===== config.mk =====
export PLATFORM = sky130hd
export DESIGN_NAME = light_countdown
export DESIGN_NICKNAME = d
export VERILOG_FILES = /design/src/rtl/light_pkg.sv /design/src/rtl/light_countdown_bcd7seg.sv /design/src/rtl/light_countdown.sv
export SDC_FILE = /design/constraint.sdc
export NUM_CORES = 1
export LEC_CHECK = 0
export ABC_CLOCK_PERIOD_IN_PS = 3200
export CORE_ASPECT_RATIO = 0.8
export CORE_MARGIN = 5
export CORE_UTILIZATION = 50
export CTS_CLUSTER_DIAMETER = 120
export CTS_CLUSTER_SIZE = 14
export DETAILED_ROUTE_END_ITERATION = 10
export PLACE_DENSITY = 0.74
export SETUP_SLACK_MARGIN = 0.5
export SYNTH_ARGS = -nofsm -noshare
export SYNTH_HDL_FRONTEND = slang
export SYNTH_HIERARCHICAL = 1
export SYNTH_SLANG_ARGS = --single-unit

===== constraint.sdc =====
create_clock -name Clk -period 3.2 [get_ports Clk]
set_input_delay 0.64 -clock Clk [delete_from_list [all_inputs] [get_ports Clk]]
set_output_delay 0.64 -clock Clk [all_outputs]
set_load 0.005 [all_outputs]

===== src/rtl/light_pkg.sv =====
`default_nettype none
// ============================================================================
//  Module      : light_pkg
//  Description : Shared definitions for the traffic-light countdown display:
//                the legal light-vector encodings, default phase durations,
//                the BCD digit types and small BCD helper functions.
//  Revision    : 1.0 - initial release
// ============================================================================
package light_pkg;

    // Light vector bit order is {R1, R2, Y1, Y2, G1, G2}
    // (light 1 = north/south, light 2 = east/west).
    localparam logic [5:0] c_vec_r1r2 = 6'b110000;
    localparam logic [5:0] c_vec_r1g2 = 6'b100001;
    localparam logic [5:0] c_vec_r1y2 = 6'b100100;
    localparam logic [5:0] c_vec_g1r2 = 6'b010010;
    localparam logic [5:0] c_vec_y1r2 = 6'b011000;

    // Default phase durations in seconds. Their sum must fit in two BCD digits.
    localparam int c_g_time_def = 55;
    localparam int c_y_time_def = 5;

    // One BCD digit, and a two-digit BCD value laid out as {tens, ones}.
    typedef logic [3:0] bcd_digit_t;

    typedef struct packed {
        bcd_digit_t tens;
        bcd_digit_t ones;
    } bcd2_t;

    // Binary seconds (0..99) to two BCD digits; used for load constants.
    function automatic bcd2_t to_bcd2(input int v);
        bcd2_t r;
        r.tens = bcd_digit_t'((v / 10) % 10);
        r.ones = bcd_digit_t'(v % 10);
        return r;
    endfunction

    // Decrement by one second in BCD; 00 saturates rather than wrapping.
    function automatic bcd2_t bcd2_dec(input bcd2_t v);
        bcd2_t r;
        r = v;
        if (v.ones != 4'd0) begin
            r.ones = v.ones - 4'd1;
        end else if (v.tens != 4'd0) begin
            r.ones = 4'd9;
            r.tens = v.tens - 4'd1;
        end
        return r;
    endfunction

    // True only for the five vectors the light controller may legally emit.
    function automatic logic vec_is_legal(input logic [5:0] v);
        logic ok;
        case (v)
            c_vec_r1r2,
            c_vec_r1g2,
            c_vec_r1y2,
            c_vec_g1r2,
            c_vec_y1r2: ok = 1'b1;
            default:    ok = 1'b0;
        endcase
        return ok;
    endfunction

endpackage
`default_nettype wire


===== src/rtl/light_countdown_bcd7seg.sv =====
`default_nettype none
// ============================================================================
//  Module      : bcd7seg
//  Description : Combinational BCD-to-seven-segment decoder. Output bit order
//                is {g,f,e,d,c,b,a}, active-low. Codes above 9 blank the
//                digit so a corrupted value never shows a misleading glyph.
//  Revision    : 1.0 - initial release
// ============================================================================
module bcd7seg
    import light_pkg::*;
(
    input  logic [3:0] i_digit,
    output logic [6:0] o_seg
);

    // Segment lookup; anything outside 0..9 turns every segment off.
    always_comb begin
        o_seg = 7'b1111111;
        case (bcd_digit_t'(i_digit))
            4'd0:    o_seg = 7'b1000000;
            4'd1:    o_seg = 7'b1111001;
            4'd2:    o_seg = 7'b0100100;
            4'd3:    o_seg = 7'b0110000;
            4'd4:    o_seg = 7'b0011001;
            4'd5:    o_seg = 7'b0010010;
            4'd6:    o_seg = 7'b0000010;
            4'd7:    o_seg = 7'b1111000;
            4'd8:    o_seg = 7'b0000000;
            4'd9:    o_seg = 7'b0010000;
            default: o_seg = 7'b1111111;
        endcase
    end

endmodule
`default_nettype wire


===== src/rtl/light_countdown.sv =====
`default_nettype none
// ============================================================================
//  Module      : light_countdown
//  Description : Per-direction "seconds remaining" countdown for a two-way
//                traffic light. Watches the light vector from the controller,
//                reloads a BCD counter for each direction whenever the vector
//                changes, decrements on the shared 1 s tick, flags illegal
//                vectors and multiplexes the four digits onto a single
//                seven-segment display.
//                G_TIME + Y_TIME must not exceed 99; SCAN_DIV must be >= 2.
//  Revision    : 1.0 - initial release
// ============================================================================
module light_countdown
    import light_pkg::*;
#(
    parameter int SCAN_DIV = 50000,
    parameter int G_TIME   = c_g_time_def,
    parameter int Y_TIME   = c_y_time_def
) (
    input  logic       Clk,
    input  logic       Rst,
    input  logic       en,
    input  logic       tick_1s,
    input  logic       R1,
    input  logic       R2,
    input  logic       Y1,
    input  logic       Y2,
    input  logic       G1,
    input  logic       G2,
    output logic [7:0] cnt1_bcd,
    output logic [7:0] cnt2_bcd,
    output logic [3:0] an,
    output logic [6:0] seg,
    output logic       phase_err
);

    // ------------------------------------------------------------------------
    // Constants
    // ------------------------------------------------------------------------
    localparam int                     c_presc_w   = (SCAN_DIV > 2) ? $clog2(SCAN_DIV) : 1;
    localparam logic [c_presc_w-1:0]   c_presc_max = c_presc_w'(SCAN_DIV - 1);

    // Load values: the direction that is red waits through the other side's
    // green plus yellow, so it loads the sum.
    localparam bcd2_t c_ld_g  = to_bcd2(G_TIME);
    localparam bcd2_t c_ld_y  = to_bcd2(Y_TIME);
    localparam bcd2_t c_ld_gy = to_bcd2(G_TIME + Y_TIME);

    localparam logic [6:0] c_seg_blank = 7'b1111111;

    // ------------------------------------------------------------------------
    // Signals
    // ------------------------------------------------------------------------
    logic [5:0]           w_cur_vec;
    logic                 w_legal;
    logic                 w_change;
    logic [5:0]           r_prev_vec;

    bcd2_t                r_cnt1;
    bcd2_t                r_cnt2;
    bcd2_t                w_cnt1_nxt;
    bcd2_t                w_cnt2_nxt;

    logic [c_presc_w-1:0] r_presc;
    logic [1:0]           r_idx;
    bcd_digit_t           w_digit;
    logic [6:0]           w_seg_dec;

    logic [3:0]           r_an;
    logic [6:0]           r_seg;
    logic                 r_phase_err;

    // ------------------------------------------------------------------------
    // Light vector classification
    // ------------------------------------------------------------------------
    assign w_cur_vec = {R1, R2, Y1, Y2, G1, G2};
    assign w_legal   = vec_is_legal(w_cur_vec);
    assign w_change  = (w_cur_vec != r_prev_vec);

    // Previous-vector tracker; keeps following the lights even while the
    // display is disabled so that re-enabling does not look like a change.
    // Reset value is all-red so lights already at R1G2 load on release.
    always_ff @(posedge Clk) begin
        if (Rst) begin
            r_prev_vec <= c_vec_r1r2;
        end else begin
            r_prev_vec <= w_cur_vec;
        end
    end

    // ------------------------------------------------------------------------
    // Countdown next-state: disable/illegal clear > change load > tick
    // ------------------------------------------------------------------------
    // Next counter values; a load on a change always beats a same-cycle tick.
    always_comb begin
        w_cnt1_nxt = r_cnt1;
        w_cnt2_nxt = r_cnt2;
        if (!en || !w_legal) begin
            w_cnt1_nxt = '0;
            w_cnt2_nxt = '0;
        end else if (w_change) begin
            case (w_cur_vec)
                c_vec_r1g2: begin
                    w_cnt1_nxt = c_ld_gy;
                    w_cnt2_nxt = c_ld_g;
                end
                c_vec_r1y2: begin
                    w_cnt2_nxt = c_ld_y;
                end
                c_vec_g1r2: begin
                    w_cnt1_nxt = c_ld_g;
                    w_cnt2_nxt = c_ld_gy;
                end
                c_vec_y1r2: begin
                    w_cnt1_nxt = c_ld_y;
                end
                c_vec_r1r2: begin
                    w_cnt1_nxt = '0;
                    w_cnt2_nxt = '0;
                end
                default: begin
                    w_cnt1_nxt = '0;
                    w_cnt2_nxt = '0;
                end
            endcase
        end else if (tick_1s) begin
            w_cnt1_nxt = bcd2_dec(r_cnt1);
            w_cnt2_nxt = bcd2_dec(r_cnt2);
        end
    end

    // Countdown registers.
    always_ff @(posedge Clk) begin
        if (Rst) begin
            r_cnt1 <= '0;
            r_cnt2 <= '0;
        end else begin
            r_cnt1 <= w_cnt1_nxt;
            r_cnt2 <= w_cnt2_nxt;
        end
    end

    // Illegal-vector flag, one cycle behind the vector it describes.
    always_ff @(posedge Clk) begin
        if (Rst) begin
            r_phase_err <= 1'b0;
        end else begin
            r_phase_err <= ~w_legal;
        end
    end

    // ------------------------------------------------------------------------
    // Display scanning
    // ------------------------------------------------------------------------
    // Prescaler and digit index; the index steps once per prescaler wrap.
    always_ff @(posedge Clk) begin
        if (Rst) begin
            r_presc <= '0;
            r_idx   <= 2'd0;
        end else if (r_presc == c_presc_max) begin
            r_presc <= '0;
            r_idx   <= r_idx + 2'd1;
        end else begin
            r_presc <= r_presc + 1'b1;
        end
    end

    // Digit select: NS tens, NS ones, EW tens, EW ones, left to right.
    always_comb begin
        w_digit = r_cnt1.tens;
        case (r_idx)
            2'd0:    w_digit = r_cnt1.tens;
            2'd1:    w_digit = r_cnt1.ones;
            2'd2:    w_digit = r_cnt2.tens;
            2'd3:    w_digit = r_cnt2.ones;
            default: w_digit = r_cnt1.tens;
        endcase
    end

    bcd7seg u_bcd7seg (
        .i_digit (w_digit),
        .o_seg   (w_seg_dec)
    );

    // Anode and segment registers move together so no digit ever shows
    // another digit's pattern; disabled or illegal states turn anodes off.
    always_ff @(posedge Clk) begin
        if (Rst) begin
            r_an  <= 4'b0000;
            r_seg <= c_seg_blank;
        end else if (!en) begin
            r_an  <= 4'b0000;
            r_seg <= c_seg_blank;
        end else if (!w_legal) begin
            r_an  <= 4'b0000;
            r_seg <= w_seg_dec;
        end else begin
            r_an  <= 4'b0001 << r_idx;
            r_seg <= w_seg_dec;
        end
    end

    // ------------------------------------------------------------------------
    // Outputs
    // ------------------------------------------------------------------------
    assign cnt1_bcd  = r_cnt1;
    assign cnt2_bcd  = r_cnt2;
    assign an        = r_an;
    assign seg       = r_seg;
    assign phase_err = r_phase_err;

endmodule
`default_nettype wire


* Word-level counts from Yosys, hierarchy flattened *
Memories as Yosys holds them, arrays and structs flattened. A register that Yosys moved wholly into a read port is not among the register bits.
Index checks and enable logic that the tools add are counted.

word-level totals
  register bits after elaboration = 45
  ROM bits = 112
  output and inout bits = 28
  memories kept = 1

cells by class
  add/sub/neg operators = 6
  equal/unequal tests = 14
  shift-type cells = 1
  muxes and demuxes = 14
  bitwise logic cells = 2
  reductions and logical operators = 22

memories
  memory            words  bits a word  rd ports  clocked after memory_dff  write ports  RTL line                       text
  (name not given)  16     7            1         1                         0            light_countdown_bcd7seg.sv:19  case (bcd_digit_t'(i_digit))

operator list
  kind                                                  number
  one-hot mux 8 bit (4 select lines)                    2
  2-to-1 mux 8 bit                                      6
  equality test 6 bit (second input constant)           3
  adder 16 x 1 -> 16 bit (second input constant)        1
  equality test 16 bit (second input constant)          1
  2-to-1 mux 4 bit                                      4
  one-hot mux 4 bit (4 select lines)                    1
  nonzero test 4 bit                                    4
  subtractor 4 x 1 -> 4 bit (second input constant)     4
  equality test 6 x 5 -> 1 bit (second input constant)  2
  != test 2 bit (second input constant)                 4
  AND reduction 4 bit                                   2
  != test 6 bit                                         1
  AND reduction 3 bit                                   2
  nonzero test 2 bit                                    3
  nonzero test 3 bit                                    2
  OR reduction 2 bit                                    3
  OR reduction 5 bit                                    1
  equality test 2 bit (second input constant)           2
  left shift 1 x 2 -> 4 bit (first input constant)      1
  OR reduction 3 bit                                    1
  adder 2 x 1 -> 2 bit (second input constant)          1
  equality test 2 x 1 -> 1 bit (second input constant)  1
  logical NOT 1 bit                                     2
  4 further kinds                                       5

* Longest topological paths before layout *
Gate-level depths: netlist of the first run.

  word-level depth = 6
  depth in mapped cells = 10
  gate-level depth less buffers = 10

* Hierarchy *
The synthesis of the first run kept the hierarchy.

by module, submodules not included
  module           instances  cells each  area an instance (µm²)  sequential area each (µm²)
  light_countdown  1          297         2613.8                  1041.0
  bcd7seg          1          31          200.2                   0.0

* Worst setup path after synthesis of the first run *
Ideal clock, no wire load.

  path type = input to register
  start point = in G1
  end point = reg r_cnt2 (netlist bit cnt2_bcd[1])
  arrival time = 2.191 ns
  setup slack = 0.946 ns
  stages = 8
  path buffers = 2
  path through = buf_2 > xor2_1 > nor4_4 > nand2_2 > buf_6 > or4_1 > o21a_1 > nor2_2

on the way
  word-level cells in the longest chain between the ends = 6
  elaborated cells on any way between the ends = 16
  those cells by class = eq/ne: 7; mux: 2; reduce/logical: 7

ends and longest elaborated chain
  item                                                  RTL line                                 text
  start, declared                                       light_countdown.sv:28                    input logic G1,
  equality test 6 x 5 -> 1 bit (tied with other cells)  light_pkg.sv:55, light_countdown.sv:102
  OR reduction 5 bit                                    light_pkg.sv:55                          case (v)
  2-to-1 mux 1 bit                                      light_pkg.sv:55
  logical NOT 1 bit                                     n/a
  logical OR 1 bit                                      light_countdown.sv:98                    if (!en || !w_legal) begin
  OR reduction 2 bit (no source line)                   n/a
  end signal, assigned                                  light_countdown.sv:139                   r_cnt2 <= w_cnt2_nxt;
  end, declared                                         light_countdown.sv:60                    bcd2_t r_cnt2;

Parallel ways exist; a longest one is shown, timed or not.
A chain may end at the register's enable or synchronous reset.

* Final worst setup path of the first run *
  start point = in G1
  end point = reg r_cnt2 (netlist bit cnt2_bcd[3])

The elaborated chain is that of the path after synthesis.

==> impl_results.md, run 1 <==
* Status: complete, no violations
* Initial core utilization at 51.49%
* Max rail drop VDD at 0.0001676 V
* Io pins at 38
* Cell at the slowest stage of the critical path: clkdlybuf4s50_1
* Total GRT Usage at 17.97%
* Clock power frac at 33.8%
* Worst EP arrival at 2730 ps
* Row cnt at 24
* Top_reg_cell synth: dfxtp_1
* Seq pwr share at 58.4%
* Static leakage at 1.252 nW
* Htree depth at 2
* NetSw at 0.2645 mW
* Vias per inst at 5.283
* Cts hold-fix bufs at 0
* Worst-Skew Late Latency at 300 ps
* Core area at 5465 um^2
* Critical path's top delay family: buffers and inverters
* DR vias at 2330
* Pre-CTS setup slack at 211.8 ps
* Total clock sinks at 52
* Pin count of the biggest net entering global routing at 21
* Switching share of power at 23.23%
* Final hold vios at 0
* Mapped Area at 2814 um^2
* Comb pwr share at 7.8%
* Fin nets at 388
* Normalized max-slew margin at 48.38%
* CP startpoint: G1
* Congestion Overflow GR at 0
* Max-cap violations at 0
* Critical path type: input pin to flop
* Seq/Total Area, Yosys at 36.99%
* CP max FO at 16
* Flops & latches, synth at 52
* Detailed Route Iter0 Violations at 150
* Async S/R FF share, synth at 0%
* DRT antenna net count at 0
* TritonCTS clock tree: built
* Hold_sp: r_presc[0]$_SDFF_PP0_
* Average wire per standard cell at 13.79 um
* Vias in the first global route at 2239
* Critical path startpoint category: input pin
* Power Density at 341.2 nW/um^2
* CP endpoint kind: flop
* Final period utilization at 78.69%
* Critical Path RT at 3420 ps
* Post-synth EDFFs at 0
* CTS max path bufs at 2
* Crit-path cells: clkdlybuf4s50_1 -> xor2_1 -> nor4_4 -> and2_1 -> buf_4 -> a21o_1 -> o21ai_0 -> a221oi_1
* Final HPWL DP at 4552 um
* Final worst setup slack at 682.0 ps
* First-pass GRT wire length at 10620 um
* Setup_tns at 0 ps
* Internal power at 0.8742 mW
* Slew Viols, Final at 0
* Area of the die at 7238 um^2
* Clock transition at path regs at 90 ps
* Final setup vio count at 0
* Fillcell total at 476
* Max Fclk at 397.1 MHz
* R2r setup slk at 780 ps
* RSZ-0062 raised after global routing: no
* DIE WIDTH at 93.88 um
* CTS Buf Count at 5
* PortBufs at 37
* Detailed Route WL at 6082 um
* Number of diodes at 0
* Residual DRC at 0
* Antenna violations before repair at 0
* Hold Crit Class: flop to flop
* Transition time at the pin with the least slew margin at 752.8 ps
* Chip Height at 77.10 um
* Mean Syn Cell Area at 8.579 um^2
* Layout cells sized above 1 at 7.989%
* CTS Root Buffer Type: clkbuf_8
* Clock skew at 4.009 ps
* Crit path time final at 2518 ps
* Synth warn at 6
* Final GP Congestion at 0.8491
* Cell variety after synth at 52
* Crit path buf inv count at 2
* Reg-to-Reg Start: r_idx[0]$_SDFFE_PP0N_
* Area grow syn2layout at 18.59%
* DR pass1 iterations at 4
* Worst path max stage delay at 530 ps
* Synthesized net count at 354
* Mapped Cells at 328
==> layer usage <==
metal | wire length, um | up-vias | GRT usage [%]
met5 | 0 | - | 0
met4 | 82 | 0 | 5.628
met3 | 337 | 9 | 4.990
met2 | 2697 | 57 | 27.00
met1 | 2964 | 1069 | 24.82
li1 | - | 1195 | -
==> power by group through the flow <==
stage	combinational [mW]	clock, mW	sequential, mW
global placement	0.0870	0	0.680
detailed placement	0.0881	0	0.681
finish	0.0887	0.385	0.665
floorplan	0.0545	0	0.680
global route	0.0980	0.434	0.667
CTS	0.0884	0.397	0.665
==> flip-flops by register name, summed over array words and instances (netlist names) <==
signal and count:
r_idx 2, phase_err 1, an 4, r_prev_vec 6
seg 7, cnt1_bcd 8, cnt2_bcd 8, r_presc 16
==> logic make-up (layout without fill, tap and decap cells) <==
family | after synthesis | count (layout) | synth area share [%]
flip-flops | 52 | 52 | 36.99
AO/OA/AOI/OAI | 56 | 56 | 13.25
AND/OR/NAND/NOR | 135 | 135 | 25.88
adder cells (fa/ha/maj) | 16 | 16 | 7.114
buffers and inverters | 36 | 71 | 5.780
multiplexers | 9 | 9 | 3.246
XOR/XNOR | 24 | 24 | 7.737
==> path summary, 6_finish.rpt <==
path	cells after the start	endpoint
setup / recovery	8	cnt2_bcd[3]$_SDFFE_PP0P_
hold / removal	1	r_presc[0]$_SDFF_PP0_
setup reg to reg	10	seg[3]$_SDFF_PP1_
hold reg to reg	1	r_presc[0]$_SDFF_PP0_
==> synth_stat cells (all sizes together) (5+ instances only) <==
| cell | n | area share [%] |
|---|---|---|
| ha | 16 | 7.1 |
| nor2 | 43 | 5.9 |
| a211oi | 5 | 1.3 |
| nor3 | 15 | 3.1 |
| xor2 | 17 | 5.6 |
| o21ai | 12 | 2.1 |
| buf | 7 | 1.9 |
| clkbuf | 7 | 0.93 |
| mux2i | 8 | 2.8 |
| nand2 | 23 | 3.2 |
| a21oi | 17 | 3.0 |
| xnor2 | 7 | 2.2 |
| dfxtp | 52 | 37 |
| inv | 22 | 2.9 |
| nand2b | 12 | 2.7 |
| nand3 | 8 | 1.4 |
| and3 | 5 | 1.1 |
==> layout make-up <==
class	count	area [um^2]	area share, %
repair buffers	41	402.9	12.07
multi-input cells	240	1620	48.56
clock inverters	2	10.01	0.3000
flip-flops and latches	52	1041	31.20
well taps	78	97.59	2.925
clock buffers	6	82.58	2.475
inverters	22	82.58	2.475
==> cells in the final DEF (no fill, tap or decap), types with 3 or more instances in the layout <==
| master | count |
|---|---|
| a211oi_1 | 5 |
| a21oi_1 | 16 |
| a222oi_1 | 4 |
| a31oi_1 | 3 |
| and3_1 | 5 |
| buf_4 | 4 |
| clkbuf_8 | 6 |
| clkdlybuf4s50_1 | 36 |
| dfxtp_1 | 52 |
| ha_1 | 16 |
| inv_1 | 22 |
| mux2i_1 | 8 |
| nand2_1 | 22 |
| nand2b_1 | 12 |
| nand3_1 | 8 |
| nand3b_1 | 4 |
| nor2_1 | 41 |
| nor2b_1 | 4 |
| nor3_1 | 14 |
| nor3b_1 | 3 |
| nor4b_1 | 3 |
| o21ai_0 | 9 |
| o21ai_1 | 3 |
| or2_2 | 3 |
| xnor2_1 | 7 |
| xor2_1 | 16 |
==> stage by stage <==
| stage | utilization, % | hold slack, ps | instance area [um^2] | instances | power, mW |
|---|---|---|---|---|---|
| finish | 61.06 | 467.4 | 3337 | 441 | 1.139 |
| global route | 61.06 | 507.4 | 3337 | 441 | 1.199 |
| CTS | 60.69 | 471.3 | 3317 | 440 | 1.151 |
| detailed placement | 59.00 | 457.1 | 3224 | 432 | 0.7687 |
| global placement | 59.00 | 429.2 | 3224 | 432 | 0.7670 |
| floorplan | - | 417.5 | 2814 | 328 | 0.7346 |
==> repair_timing <==
action / in CTS / in global routing
setup endpoints to repair: 0 / 9
resized for setup: 0 / 3
setup buffers: 0 / 1
Power figures use the tool's default switching activity.
==> run 2, diff against run 1 <==
--- a/config.mk
+++ b/config.mk
@@ -5,14 +5,14 @@
 export SDC_FILE = /design/constraint.sdc
 export NUM_CORES = 1
 export LEC_CHECK = 0
-export ABC_CLOCK_PERIOD_IN_PS = 3200
+export ABC_CLOCK_PERIOD_IN_PS = 2000
 export CORE_ASPECT_RATIO = 0.8
 export CORE_MARGIN = 5
-export CORE_UTILIZATION = 50
+export CORE_UTILIZATION = 49
 export CTS_CLUSTER_DIAMETER = 120
 export CTS_CLUSTER_SIZE = 14
 export DETAILED_ROUTE_END_ITERATION = 10
-export PLACE_DENSITY = 0.74
+export PLACE_DENSITY = 0.75
 export SETUP_SLACK_MARGIN = 0.5
 export SYNTH_ARGS = -nofsm -noshare
 export SYNTH_HDL_FRONTEND = slang
==> constraint.sdc (replaced) <==
create_clock -name Clk -period 2 [get_ports Clk]
set_input_delay 0.4 -clock Clk [delete_from_list [all_inputs] [get_ports Clk]]
set_output_delay 0.4 -clock Clk [all_outputs]
set_load 0.005 [all_outputs]
==> run 2 against run 1 <==
  * The flow now finishes with violations (negative setup slack)
  * Combinational power rose to 2.9 times the previous value
  * Sequential cell count did not move
  * Clock power rose by 72%
  * Sequential share of layout area fell by 8.3 points
  * Register-to-register slack got worse by 870 ps
  * Utilization rose by 26 points
  * Global-route usage rose by 6.4 points
  * Power rose by 73%
==> impl_results.md, run 2 (synthesis gave the netlist of run 1 again) <==
* Status: finished, violations left
* Failing checks: negative setup slack
* DR pass1 iterations at 6
* Htree depth at 2
* Io pins at 38
* CP endpoint kind: flop
* Total clock sinks at 52
* Initial core utilization at 50.93%
* Critical path startpoint category: flop
* Average wire per standard cell at 20.54 um
* Area grow syn2layout at 71.63%
* Crit-path cells: inv_4 -> ha_2 -> a222oi_1 -> mux2i_2 -> ha_2 -> or2_4 -> a21oi_2 -> nor2_1 -> nand2b_1
* Critical path type: flop to flop
* Cell at the slowest stage of the critical path: dfxtp_4
* Critical path's top delay family: adder cells
* Crit path buf inv count at 1
* Grt met3 use at 6.190%
* PortBufs at 37
* Most common cell after layout, fill and taps aside: buf_4
* TritonCTS clock tree: built
* Final GP Congestion at 0.8864
* Max Fclk at 478.2 MHz
* Congestion Overflow GR at 0
* Layout cells sized above 1 at 55.09%
* Area post-placement at 3751 um^2
* DIE WIDTH at 94.73 um
* Area of the die at 7368 um^2
* Detailed Route Iter0 Violations at 291
* Max-cap violations at 0
* Core area at 5525 um^2
* Vias in the first global route at 2928
* Final hold vios at 0
* Cts hold-fix bufs at 0
* Most flops, register: r_presc
* Path depth of the worst reg2reg path at 9
* Normalized max-slew margin at 66.14%
* CP max FO at 4
* Slew Viols, Final at 0
* Final setup vio count at 6
* CTS Root Buffer Type: clkbuf_8
* Final HPWL DP at 5207 um
* Detailed Route WL at 10890 um
* Static leakage at 1.918 nW
* RSZ-0062 raised after global routing: yes
* Total GRT Usage at 24.39%
* DR vias at 3066
* Stages on the worst setup path at 9
* Tot Pwr at 1.971 mW
* Number of flip-flops in the largest register at 16
* Worst-Skew Late Latency at 320 ps
* Number of diodes at 0
* First-pass GRT wire length at 14320 um
* Final period utilization at 104.6%
* DRT antenna net count at 0
* Hold Crit Class: input pin to flop
* Hold Crit Depth at 2
* GR Util met1 at 29.75%
* Vias per inst at 5.785
* GR peak layer: met2
* Design area at 4830 um^2
* Crit path time final at 2091 ps
* Clock transition at path regs at 110 ps
* Pin count of the biggest net entering global routing at 19
* CTS max path bufs at 2
* Fin nets at 477
* Worst path max stage delay at 420 ps
* Critical Path RT at 2220 ps
* Final core utilization at 87.41%
* Worst EP arrival at 2310 ps
* Row cnt at 24
* Max rail drop VDD at 0.0003925 V
* CTS Buf Count at 5
* Commonest non-fill, non-tap cells in the layout: buf_4, nor2_1, dfxtp_1
* Residual DRC at 0
* Clock skew at 9.774 ps
* Chip Height at 77.78 um
* Transition time at the pin with the least slew margin at 507.9 ps
* CP dominant cell by count: ha_2
* Final worst setup slack at -91.24 ps
* Met2 Usage GRT at 41.80%
* Antenna violations before repair at 0
* Power Density at 408.1 nW/um^2
run 2: final cells by class:
class                      count  area [um^2]
tap                           78        97.59
multi-input combinational    240         2282
sequential                    52         1105
inverter                      22        107.6
fill                         257        695.7
clock inverter                 3        26.28
clock buffer                   5        68.82
timing repair buffer         130         1142
run 2: final timing paths:
path / start / end / slack [ps]
max: r_idx[1]$_SDFFE_PP0N_ / seg[3]$_SDFF_PP1_ / -90
min: Y2 / r_prev_vec[2]$_SDFF_PP0_ / 380
max reg2reg: r_idx[1]$_SDFFE_PP0N_ / seg[3]$_SDFF_PP1_ / -90
min reg2reg: r_presc[0]$_SDFF_PP0_ / r_presc[0]$_SDFF_PP0_ / 460
run 2: what timing repair did:
| item | 4_1_cts | 5_1_grt |
|---|---|---|
| pin swaps | 32 | 25 |
| gates cloned | 1 | 0 |
| endpoints found under the setup margin | 67 | 49 |
| setup buffers | 24 | 15 |
| gates resized for setup | 149 | 85 |
run 2: routing by layer:
layer  vias up  share of wire, %
met5         -                 0
met4         0               5.6
met3        65               7.5
met2       164                48
met1      1463                39
li1       1374                 -
run 2: where the power goes:
| group | switching, mW | total [mW] | internal [mW] |
|---|---|---|---|
| logic | 0.134 | 0.261 | 0.127 |
| clock network | 0.404 | 0.662 | 0.259 |
| registers | 0.0115 | 1.05 | 1.04 |
| total | 0.549 | 1.97 | 1.42 |
run 2: stage by stage:
step | worst slack (ps) | setup TNS [ps] | std cells | hold slack [ps]
after floorplan | 32.80 | 0 | 328 | 417.5
after global placement | -458.2 | -7606 | 482 | 434.5
after detailed placement | -560.5 | -8516 | 482 | 442.3
after CTS | -40.44 | -122.7 | 515 | 397.4
after global routing | -212.8 | -1365 | 530 | 379.4
final | -91.24 | -371.9 | 530 | 377.2
==> run 3, diff against run 2 <==
--- a/config.mk
+++ b/config.mk
@@ -16,5 +16,4 @@
 export SETUP_SLACK_MARGIN = 0.5
 export SYNTH_ARGS = -nofsm -noshare
 export SYNTH_HDL_FRONTEND = slang
-export SYNTH_HIERARCHICAL = 1
 export SYNTH_SLANG_ARGS = --single-unit
==> run 3 against run 2 <==
  * The run still ends with negative setup slack left
  * Final area shrank 1.7%
  * Combinational power barely moved
  * Non-clock buffer count rose by 20
  * Synthesized area fell by 2.4%
  * Worst hold slack gained 20 ps
  * Utilization down 0.094 points
  * Routed wire length up 16%
  * Critical path type unchanged
==> impl_results.md, run 3 <==
* Status: finished, violations left
* Failing checks: negative setup slack
* Io pins at 38
* Number of flip-flops in the largest register at 16
* CTS Buf Count at 5
* DIE WIDTH at 93.69 um
* Pin count of the biggest net entering global routing at 17
* Clock skew at 4.694 ps
* R2r setup slk at -150 ps
* Final GP Congestion at 0.9383
* RSZ-0062 raised after global routing: yes
* Tot Pwr at 2.131 mW
* Reg-to-Reg Start: r_idx[0]$_SDFFE_PP0N_
* Antenna violations before repair at 0
* Chip Height at 76.95 um
* Detailed Route Iter0 Violations at 433
* Power Density at 449.0 nW/um^2
* Most flops, register: r_presc
* Worst-Skew Late Latency at 330 ps
* Top_reg_cell synth: dfxtp_1
* Synth area leaders: dfxtp_1, nor2_1, ha_1, xor2_1, nand2_1
* Area post-placement at 3636 um^2
* Final worst setup slack at -147.4 ps
* Final period utilization at 107.4%
* Worst EP arrival at 2360 ps
* Mapped Area at 2745 um^2
* Max rail drop VDD at 0.0003675 V
* Most common cell after layout, fill and taps aside: buf_4
* Critical path type: flop to flop
* Fillcell total at 219
* Async S/R FF share, synth at 0%
* Row cnt at 24
* Critical path startpoint category: flop
* Area leader, netlist: dfxtp_1
* Commonest cells in the netlist: dfxtp_1, nor2_1, nand2_1
* Final hold vios at 0
* CP startpoint: r_idx[0]$_SDFFE_PP0N_
* Transition time at the pin with the least slew margin at 479.4 ps
* Cell variety after synth at 54
* Critical Path RT at 2210 ps
* Number of diodes at 0
* Synthesized net count at 342
* Static leakage at 2.022 nW
* Cts hold-fix bufs at 0
* Layout cells sized above 1 at 53.98%
* Final HPWL DP at 5173 um
* CP endpoint kind: flop
* Fin nets at 487
* Initial core utilization at 50.51%
* Slew Viols, Final at 0
* Hold_ws at 397.3 ps
* Hold Crit Class: input pin to flop
* Yosys top cell area share at 37.92%
* Area grow syn2layout at 72.88%
* Area of the die at 7209 um^2
* Max-cap violations at 0
* Setup_tns at -531.3 ps
* Most common cell in the netlist: dfxtp_1
* Clock transition at path regs at 100 ps
* Normalized max-slew margin at 68.04%
* Commonest non-fill, non-tap cells in the layout: buf_4, nor2_1, buf_6
* Total clock sinks at 52
* Design area at 4746 um^2
* Average wire per standard cell at 23.19 um
* Mean Syn Cell Area at 8.605 um^2
* Vias in the first global route at 2994
* DR vias at 3447
* Crit path time final at 2147 ps
* CP max FO at 4
* Htree depth at 2
* CTS max path bufs at 2
* DR pass1 iterations at 8
* Core area at 5435 um^2
* Detailed Route WL at 12590 um
* Post-synth EDFFs at 0
* CTS Root Buffer Type: clkbuf_8
* TritonCTS clock tree: built
* PortBufs at 37
* Hold_sp: R1
* Residual DRC at 0
* DRT antenna net count at 0
* Seq/Total Area, Yosys at 37.92%
* Synth warn at 0
* Total GRT Usage at 26.25%
* Max Fclk at 465.7 MHz
* Mapped Cells at 319
* Vias per inst at 6.348
* First-pass GRT wire length at 15140 um
* Congestion Overflow GR at 0
* Final setup vio count at 6
* Flops & latches, synth at 52
[run 3: changes by cell type after synthesis, moves of 4 or more]
cell,delta
nand2b_1,-8
mux2_2,+5
nand2_1,+5
a211oi_1,-4
nand3_1,+4
nand3b_1,-4
[run 3: kinds of logic after synthesis]
| logic type | after synthesis | share of synthesized area, % |
|---|---|---|
| AO/OA/AOI/OAI | 49 | 12.99 |
| XOR/XNOR | 24 | 7.657 |
| buffers and inverters | 31 | 5.515 |
| AND/OR/NAND/NOR | 139 | 25.71 |
| multiplexers | 11 | 4.284 |
| adder cells (fa/ha/maj) | 13 | 5.925 |
| flip-flops | 52 | 37.92 |
[run 3: layout make-up]
cell class,instances,area [um^2],area share (%)
Multi-Input combinational cell,236,2069,43.61
Clock buffer,6,82.58,1.740
Sequential cell,52,1091,22.99
Inverter,19,73.82,1.555
Tap cell,78,97.59,2.056
Clock inverter,2,38.79,0.8173
Timing Repair Buffer,150,1292,27.23
[run 3: worst paths after layout]
kind / endpoint / depth (start not counted)
worst max-delay path: seg[3]$_SDFF_PP1_ / 8
worst min-delay path: r_prev_vec[5]$_SDFF_PP1_ / 3
worst max register to register: seg[3]$_SDFF_PP1_ / 8
worst min register to register: r_presc[0]$_SDFF_PP0_ / 1
[run 3: per-stage QoR]
step / util, % / instances / setup WS (ps)
finish: 87.32 / 543 / -147.4
global route: 87.32 / 543 / -248.9
CTS: 80.02 / 524 / 13.80
detailed placement: 66.90 / 475 / -527.3
global placement: 66.90 / 475 / -433.6
floorplan: - / 319 / 14.07
[run 3: critical path, stage by stage, from the launching register on]
cell and delay [ps]:
dfxtp_4 400, inv_4 50, ha_4 170, a222oi_1 350
nand2_1 200, o21ai_4 150, nand2_2 100, mux2_4 330
a211o_1 270
[run 3: per-layer routing]
layer	part of all wire (%)	GRT usage, %	vias to the layer above
met3	10	5.186	92
met5	0	0	-
met2	46	44.15	304
met1	36	33.11	1641
li1	-	-	1410
met4	7.4	9.524	0
[run 3: power by group]
group	internal (mW)	total [mW]	leakage [nW]	switching, mW
clock network	0.410	0.817	0.0614	0.407
logic	0.132	0.259	1.52	0.127
registers	1.04	1.05	0.437	0.0108
total	1.59	2.13	2.02	0.545
[run 3: timing repair]
| action | 4_1_cts | 5_1_grt |
|---|---|---|
| setup endpoints to repair | 71 | 47 |
| pin swaps | 35 | 25 |
| setup buffers | 40 | 19 |
| gates resized for setup | 140 | 69 |
| gates cloned | 1 | 0 |
